<file path="config.mk">
export PLATFORM = sky130hd
export DESIGN_NAME = pc_fetch
export DESIGN_NICKNAME = d
export VERILOG_FILES = /design/src/rtl/pc_fetch.sv
export SDC_FILE = /design/constraint.sdc
export NUM_CORES = 1
export LEC_CHECK = 0
export CAP_MARGIN = 0
export CORE_AREA = 2 2 143 145
export DETAILED_ROUTE_END_ITERATION = 10
export DIE_AREA = 0 0 145 147
export DONT_BUFFER_PORTS = 1
export PLACE_DENSITY_LB_ADDON = 0.1
export SETUP_SLACK_MARGIN = 0.15
export SYNTH_ARGS = -nofsm -noshare
export SYNTH_HDL_FRONTEND = slang
export SYNTH_SLANG_ARGS = --single-unit
</file>
<file path="constraint.sdc">
create_clock -name clk -period 9.5 [get_ports clk]
set_input_delay 0.95 -clock clk [delete_from_list [all_inputs] [get_ports clk]]
set_output_delay 0.95 -clock clk [all_outputs]
set_load 0.01 [all_outputs]
</file>
<file path="src/rtl/pc_fetch.sv">
// Program-counter register and single-outstanding instruction-fetch sequencer.
// Holds the architectural PC, fetches one word at a time, and advances on execute commit.
//
// state    | meaning
// ---------+--------------------------------------------------------------
// S_FETCH  | request held on the bus at PCaddress until accepted
// S_WAIT   | request accepted, waiting for the instruction word
// S_EXEC   | instr valid for PCaddress, waiting for commit from execute
// S_HALTED | stopped by halt or misaligned target, only reset leaves
module pc_fetch #(
  parameter logic [63:0] RESET_PC = 64'h0000_0000_8000_0000
) (
  input  logic        clk,
  input  logic        reset,
  input  logic [63:0] PCnext,
  input  logic        PCupdate,
  input  logic        Halt,
  output logic        ireq_valid,
  output logic [63:0] ireq_addr,
  input  logic        ireq_ready,
  input  logic        iresp_valid,
  input  logic [31:0] iresp_data,
  output logic [63:0] PCaddress,
  output logic [63:0] PCincre,
  output logic [31:0] instr,
  output logic        instr_valid,
  output logic        halted,
  output logic        misalign,
  output logic [31:0] stall_cycles
);

  typedef enum logic [1:0] {
    S_FETCH  = 2'd0,
    S_WAIT   = 2'd1,
    S_EXEC   = 2'd2,
    S_HALTED = 2'd3
  } state_t;

  state_t      state, state_nxt;
  logic [63:0] pc_q, pc_nxt;
  logic [31:0] instr_q, instr_nxt;
  logic        misalign_q, misalign_nxt;
  logic [31:0] stall_q, stall_nxt;
  logic        stall_now;

  always_ff @(posedge clk or posedge reset) begin
    if (reset) begin
      state      <= S_FETCH;
      pc_q       <= RESET_PC;
      instr_q    <= 32'd0;
      misalign_q <= 1'b0;
      stall_q    <= 32'd0;
    end else begin
      state      <= state_nxt;
      pc_q       <= pc_nxt;
      instr_q    <= instr_nxt;
      misalign_q <= misalign_nxt;
      stall_q    <= stall_nxt;
    end
  end

  always_comb begin
    state_nxt    = state;
    pc_nxt       = pc_q;
    instr_nxt    = instr_q;
    misalign_nxt = misalign_q;
    stall_now    = 1'b0;
    case (state)
      S_FETCH: begin
        if (ireq_ready) state_nxt = S_WAIT;
        else            stall_now = 1'b1;
      end
      S_WAIT: begin
        if (iresp_valid) begin
          instr_nxt = iresp_data;
          state_nxt = S_EXEC;
        end else begin
          stall_now = 1'b1;
        end
      end
      S_EXEC: begin
        if (PCupdate) begin
          pc_nxt = PCnext;
          if (Halt) begin
            state_nxt = S_HALTED;
          end else if (PCnext[1:0] != 2'b00) begin
            misalign_nxt = 1'b1;
            state_nxt    = S_HALTED;
          end else begin
            state_nxt = S_FETCH;
          end
        end
      end
      default: state_nxt = S_HALTED;
    endcase
    // saturate rather than wrap so long stalls never read as short ones
    stall_nxt = (stall_now && stall_q != 32'hFFFF_FFFF) ? stall_q + 32'd1 : stall_q;
  end

  assign ireq_valid   = (state == S_FETCH);
  assign ireq_addr    = pc_q;
  assign PCaddress    = pc_q;
  assign PCincre      = pc_q + 64'd4;
  assign instr        = instr_q;
  assign instr_valid  = (state == S_EXEC);
  assign halted       = (state == S_HALTED);
  assign misalign     = misalign_q;
  assign stall_cycles = stall_q;

endmodule

</file>
==> impl_summary.log, run 1 <==
[metrics] status: completed
[metrics] antenna-violating nets left: 0
[metrics] count of nets after finishing: 665
[metrics] overall via count from detail_route: between 4000 and 5000
[metrics] cell count after synthesis: 620
[metrics] critical path required time: around 8.6 ns
[metrics] share of the clock period used by the worst path after layout: a little over two fifths
[metrics] Crit Path Category: reg -> out
[metrics] leakage: around 3.2 nW
[metrics] site row count: between 50 and 60
[metrics] relative slew slack: around 44%
[metrics] GRT overflow: 0
[metrics] buffers and inverters on the worst path: 0
[metrics] top routing layer in use: met4
[metrics] worst slew pin tran: roughly 0.85 ns
[metrics] num ports: 362
[metrics] drt wl/cell: around 22 um
[metrics] Warnings, synthesis: 0
[metrics] number of nets produced by synthesis: around 720
[metrics] Mapped Area: about 7000 um^2
[metrics] final setup TNS: 0 ns
[metrics] path class of the lowest-slack min-delay path: in -> async
[metrics] most area-consuming cells after synthesis: dfrtp_1 (46%), mux2_2 (15%), buf_4 (7.0%), xnor2_1 (6.4%), xor2_1 (5.0%)
[metrics] highest ir drop seen on vdd: 115 uV
[metrics] power density cells: approximately 310 nW/um^2
[metrics] clock buffer count from CTS: 17
[metrics] Worst Path Max Fanout: 9
[metrics] syn_area_per_cell: approximately 11 um^2
[metrics] unique cell type count in the Yosys netlist: 38
[metrics] Reg2Reg Capture Point: PCaddress[29]$_DFFE_PP0P_
[metrics] async set-reset flop share out of synthesis: 100%
[metrics] standard cell with the maximum stage delay on the critical path: nor4_4
[metrics] element type at the critical path end: output pin
[metrics] final-layout worst hold slack: ~0.48 ns
[metrics] area share of the largest cell type after synthesis: between 40% and 50%
[metrics] worst setup slack after placement: 5.84 ns
[metrics] Die X-Extent: 145 um
[metrics] number of flops mapped to enable cells by yosys: 0
[metrics] post-synthesis register bit count: about 130
[metrics] count of endpoints failing hold in the final timing report: 0
[metrics] CTS Hold Bufs: 0
[metrics] Reg-to-Reg Start: state[1]$_DFFE_PP0P_
[metrics] number of iterations in the first detailed-routing pass: 4
[metrics] Worst Path Arrival: a little over 3 ns
[metrics] met2 WL: ~9.4 mm
[metrics] Synth-to-Final Area Change: 5.29%
[metrics] Worst R2R Setup Slack: 7.18 ns
[metrics] GR Util All Layers: around 17%
[metrics] final setup violation count: 0
[metrics] CTS H-Tree Depth: 4
[metrics] 1st-iter DRT viols: 154
[metrics] maxcap violations: 0
[metrics] die extent in y: 147 um
[metrics] number of max-slew violations in the final report: 0
[metrics] ratio of cells with drive above 1 in the final layout: 25.6%
[metrics] stage delay of the slowest cell on the critical path: roughly 0.64 ns
[metrics] FF-to-FF path depth: 4
[metrics] CTS tree: built
[metrics] Resize count post-CTS: 0
[metrics] final worst slack: about 5.5 ns
[metrics] Post-synth top flop: dfrtp_1
[metrics] setup repair after global routing missed its margin: no
[metrics] hpwl dp: 14.0 mm
[metrics] crit-path most repeated cell: nor4_4
[metrics] power after layout: 2.33 mW
[metrics] root cell of the clock tree: clkbuf_16
[metrics] clock network latency to the later pin of the worst-skew pair: around 0.41 ns
[metrics] floorplan die area: between 20000 and 25000 um^2
[metrics] register clock-pin slew on the reported worst setup and hold paths: 0.06 ns
[metrics] buffer count from post-CTS setup fixing: 0
[metrics] sequential fraction of the synthesis area: between 40 and 50%
[metrics] antenna violations before repair: 3
[metrics] area leader, netlist: dfrtp_1
[metrics] pin count of the biggest net entering global routing: 69
[metrics] core footprint: 19800 um^2
[metrics] Finished Layout Cells: approximately 850
[metrics] Avg Vias per Cell: 5.23
[metrics] final weighted congestion of routability-driven global placement: ~0.80
[metrics] cell count after placement: between 800 and 900
[metrics] clock tree skew after final layout: between 0.008 and 0.009 ns
[metrics] vias in the first global route: between 4000 and 5000
[metrics] number of port buffers: 0
[metrics] routed length on met3: roughly 1.9 mm
[metrics] peak clock frequency supported by timing: around 250 MHz
[metrics] DR DRC count: 0
[metrics] Num Clock Sinks: about 130
[metrics] category of cells accounting for the largest share of critical-path delay: simple AND/OR/NAND/NOR gates
[metrics] clk buf depth: 2
[metrics] initial core utilization: approximately 35%
[metrics] Cell Chain, Critical Path: ha_1 -> nand3_1 -> nor4_4 -> nand3_4 -> nor4_4 -> xor2_1
[metrics] CP Launch Type: flip-flop
[metrics] met1 wire length: 7.21 mm
[metrics] Routed Wire Length: 18.8 mm
[metrics] post-route minimum period: ~4 ns
[metrics] first-pass GRT wire length: 28.7 mm
-- kinds of logic (layout without fill, tap and decap cells) --
group	Yosys count	after routing	share of synthesized area, %
xor+xnor	91	91	11.3
buf+inv	93	47	8.65
simple gates	196	196	16.5
flops	131	131	46.6
fa+ha+maj	2	2	0.356
other cells	0	3	0
mux	96	96	15.4
compound gates	11	11	1.12
-- state kept, by name, summed over array words and instances (netlist names) --
register,count
misalign,1
PCaddress,64
instr,32
stall_cycles,32
state,2
-- Yosys cell counts (all sizes together) (7+ instances only) --
cell type  instances
nand4             30
and4              13
inv               11
xnor2             51
dfrtp            130
nand3             36
xor2              40
nor3              15
buf               75
nand2             31
nor2              34
nor4               8
clkbuf             7
mux2              96
and3              18
-- worst max path at each step --
stage,from,endpoint,cells after the start
4_1_cts,PCaddress[3]$_DFFE_PP0P_,PCincre[56],6
5_1_grt,PCaddress[2]$_DFFE_PP0P_,PCincre[56],6
3_5_place_dp,PCaddress[3]$_DFFE_PP0P_,PCincre[56],6
3_3_place_gp,PCaddress[2]$_DFFE_PP0P_,PCincre[56],6
2_1_floorplan,reset,PCaddress[0]$_DFFE_PP0P_,1
6_report,PCaddress[3]$_DFFE_PP0P_,PCincre[56],6
-- cell type report --
class / count / area [um^2]
sequential: 131 / 3280
fill: 1985 / 12400
multi-input combinational: 396 / 3150
antenna: 3 / 7.51
clock buffer: 18 / 439
timing repair buffer: 4 / 30.0
inverter: 11 / 46.3
tap: 270 / 338
clock inverter: 14 / 116
-- cells in the final DEF, fill, tap and decap left out, drive strengths merged --
cell type and count:
dfrtp 130, mux2 96, xnor2 51, xor2 40, nand3 36, nor2 34, nand2 31, nand4 30
inv 19, and3 18, clkbuf 18, nor3 15, and4 13, nor4 8, buf 4, diode 3
clkinvlp 3, clkinv 3, and2 2, nor2b 2, o2111ai 2, o31ai 2, a21oi 2, nand3b 2
o21a 2, ha 2, or4 2, nor3b 2, dfstp 1, a211o 1, a211oi 1, o21ai 1
or2 1
-- routing by layer --
| layer | track usage (%) | vias to the layer above |
|---|---|---|
| li1 | - | 1993 |
| met1 | 19.2 | 2214 |
| met2 | 29.7 | 208 |
| met3 | 8.73 | 11 |
| met4 | 5.05 | 0 |
| met5 | 0 | - |
-- power by group --
part	total [mW]	leakage, nW	switching [mW]	internal [mW]
combinational	0.431	1.30	0.215	0.216
clock	0.618	0.268	0.269	0.349
sequential	1.28	1.67	0.525	0.753
-- per-stage QoR --
| stage | area, um^2 | util [%] |
|---|---|---|
| after floorplan | 7030 | - |
| after CTS | 7390 | 37.3 |
| after global placement | 6840 | 34.5 |
| after detailed placement | 6840 | 34.5 |
| final | 7400 | 37.3 |
| after global routing | 7390 | 37.3 |
(Power assumes the default switching activity.)
==> run 2: changes to the inputs <==
Clock period 9.5 ns to 4.1 ns, I/O delays scaled along.
==> run 2 against run 1 <==
Against the previous run: utilization is 0.32 points higher; cell count is 0.24% higher; die area stayed put; first-iteration DRC count is 3.2% higher; non-clock buffer count is 2 higher; clock power grew to 2.5 times the previous value; critical path depth stayed put; register-to-register slack worse by 5.4 ns; clock skew is 0.0013 ns higher.
==> impl_summary.log, run 2 (synthesized netlist as in run 1, its figures left out) <==
[metrics] status: completed
[metrics] switching power: 2.36 mW (+130%)
[metrics] 1st-iter DRT viols: 159 (+3.2%)
[metrics] switching share of power: 42.6% (-0.78 points)
[metrics] clock tree skew after final layout: 0.00965 ns (+0.00130 ns)
[metrics] CTS H-Tree Depth: 4 (unchanged)
[metrics] CP Launch Type: flip-flop
[metrics] vias in the first global route: 4638 (+0.41%)
[metrics] path class of the lowest-slack min-delay path: in -> reg
[metrics] first-pass GRT wire length: 29.1 mm (+1.3%)
[metrics] share of the clock period used by the worst path after layout: between 80 and 90%
[metrics] met2 WL: 9.41 mm (about the same)
[metrics] Resize count post-CTS: 0 (unchanged)
[metrics] core footprint: 19800 um^2 (unchanged)
[metrics] Worst R2R Setup Slack: 1.78 ns (-5.40 ns)
[metrics] Worst Path Arrival: 2.87 ns (-0.21 ns)
[metrics] final standard cell utilization of the core: 37.6% (+0.32 points)
[metrics] clock network latency to the later pin of the worst-skew pair: 0.42 ns (about the same)
[metrics] antenna-violating nets left: 0 (unchanged)
[metrics] drt wl/cell: 22.4 um (+1.1%)
[metrics] post-route minimum period: approximately 3.3 ns
[metrics] stage delay of the slowest cell on the critical path: 0.58 ns (-0.06 ns)
[metrics] die extent in y: 147 um (unchanged)
[metrics] pin count of the biggest net entering global routing: 109 (+58%)
[metrics] Crit Path Category: reg -> out
[metrics] Avg Vias per Cell: 5.32 (+1.9%)
[metrics] most common library cell in the layout ignoring fill and taps: dfrtp_1
[metrics] element type at the critical path end: output pin
[metrics] number of iterations in the first detailed-routing pass: 4 (unchanged)
[metrics] standard cell with the maximum stage delay on the critical path: dfrtp_1
[metrics] clock network fraction of design power: 28.3% (+1.8 points)
[metrics] GRT overflow: 0 (unchanged)
[metrics] GR Util All Layers: 17.6% (+0.22 points)
[metrics] count of nets after finishing: 667 (+0.30%)
[metrics] root cell of the clock tree: clkbuf_16
[metrics] CTS tree: built
[metrics] buffer count from post-CTS setup fixing: 0 (unchanged)
[metrics] Reg power frac: 53.6% (-1.3 points)
[metrics] power density cells: 741 nW/um^2 (+140%)
[metrics] clk buf depth: 2 (unchanged)
[metrics] routed length on met3: 2.07 mm (+8.4%)
[metrics] critical path required time: 3.69 ns (-4.86 ns)
[metrics] setup repair after global routing missed its margin: no
[metrics] highest ir drop seen on vdd: 279 uV (+140%)
[metrics] Die X-Extent: 145 um (unchanged)
[metrics] Routed Wire Length: 19.0 mm (+1.3%)
[metrics] met1 wire length: 7.39 mm (+2.4%)
[metrics] ratio of cells with drive above 1 in the final layout: 25.9% (+0.26 points)
[metrics] CTS Hold Bufs: 0 (unchanged)
[metrics] relative slew slack: 32.9% (-11 points)
[metrics] number of port buffers: 0 (unchanged)
[metrics] overall via count from detail_route: 4519 (+2.1%)
[metrics] top routing layer in use: met4
[metrics] DR DRC count: 0 (unchanged)
[metrics] worst slew pin tran: 1.01 ns (+0.160 ns)
[metrics] internal power component: 3.18 mW (+140%)
[metrics] final setup violation count: 0 (unchanged)
[metrics] Num Clock Sinks: 131 (unchanged)
[metrics] hpwl dp: 14.1 mm (+0.53%)
[metrics] count of endpoints failing hold in the final timing report: 0 (unchanged)
[metrics] final weighted congestion of routability-driven global placement: 0.808 (+0.47%)
[metrics] clock buffer count from CTS: 17 (unchanged)
[metrics] Worst Path Max Fanout: 8 (-1)
[metrics] leakage: 3.26 nW (+0.81%)
[metrics] number of max-slew violations in the final report: 0 (unchanged)
[metrics] initial core utilization: 35.4% (unchanged)
[metrics] peak clock frequency supported by timing: approximately 300 MHz
[metrics] maxcap violations: 0 (unchanged)
[metrics] Synth-to-Final Area Change: 6.19%
[metrics] most used cells in the layout excluding fill and tap cells: dfrtp_1 (130), mux2_2 (96), xnor2_1 (51)
[metrics] floorplan die area: 21300 um^2 (unchanged)
[metrics] site row count: 52 (unchanged)
[metrics] final setup TNS: 0 ns (unchanged)
[metrics] num ports: 362 (unchanged)
[metrics] antenna violations before repair: 3 (unchanged)
[metrics] number of flip-flops under the largest register name: 64 (unchanged)
[metrics] register clock-pin slew on the reported worst setup and hold paths: 0.06 ns (about the same)
[metrics] crit-path most repeated cell: nor4_4
[metrics] Cell Chain, Critical Path: ha_1 -> nand3_1 -> nor4_4 -> nand3_4 -> nor4_4 -> xor2_1
[metrics] share of power burned in combinational logic: 18.1% (-0.4 points)
run 2: cell count changes in the layout (fill, tap and decap cells not counted):
cell,before,now
buf_4,4,6
bufinv_16,0,2
clkinv_2,2,0
clkinv_4,1,0
clkinvlp_4,3,4
run 2: worst max-delay path, delay by kind of cell (launching register included):
| kind | cells | cell delay (ns) |
|---|---|---|
| simple gates | 4 | 1.17 |
| xor+xnor | 1 | 0.42 |
| fa+ha+maj | 1 | 0.29 |
| flops | 1 | 0.58 |
run 2: metal layers:
metal	vias to the layer above	global-route usage (%)
li1	2000	-
met1	2277	19.9
met2	231	29.4
met3	11	9.66
met4	0	4.06
met5	-	0
run 2: final cells by class:
cell class,instances,area [um^2]
Inverter,11,46.3
Tap cell,270,338
Fill cell,1966,12400
Sequential cell,131,3280
Antenna cell,3,7.51
Timing Repair Buffer,6,45.0
Clock inverter,14,165
Multi-Input combinational cell,396,3150
Clock buffer,18,439
run 2: power groups by stage:
stage,registers [mW],logic [mW],clock network (mW)
global route,3.07,1.09,1.67
finish,2.97,1.00,1.57
floorplan,2.51,1.48,0
CTS,2.98,1.02,1.61
detailed placement,3.01,1.02,0
global placement,3.00,1.01,0
run 2: final timing paths:
check	start	to	depth (start not counted)
max reg2reg	stall_cycles[0]$_DFFE_PP0P_	stall_cycles[18]$_DFFE_PP0P_	6
min	Halt	misalign$_DFFE_PP0P_	1
min reg2reg	stall_cycles[27]$_DFFE_PP0P_	stall_cycles[27]$_DFFE_PP0P_	1
max in group asynchronous	reset	state[1]$_DFFE_PP0P_	2
min in group asynchronous	reset	instr[19]$_DFFE_PP0P_	1
max	PCaddress[3]$_DFFE_PP0P_	PCincre[56]	6
run 2: per-stage QoR:
step,hold WS (ns),instances,power [mW],setup WS [ns],area [um^2]
after floorplan,0.503,620,3.99,0.194,7030
after global placement,0.514,814,4.01,1.30,6850
after detailed placement,0.517,814,4.02,1.21,6850
after CTS,0.0648,846,5.61,0.749,7460
after global routing,0.0619,846,5.83,0.601,7460
final,0.0877,849,5.53,0.820,7470
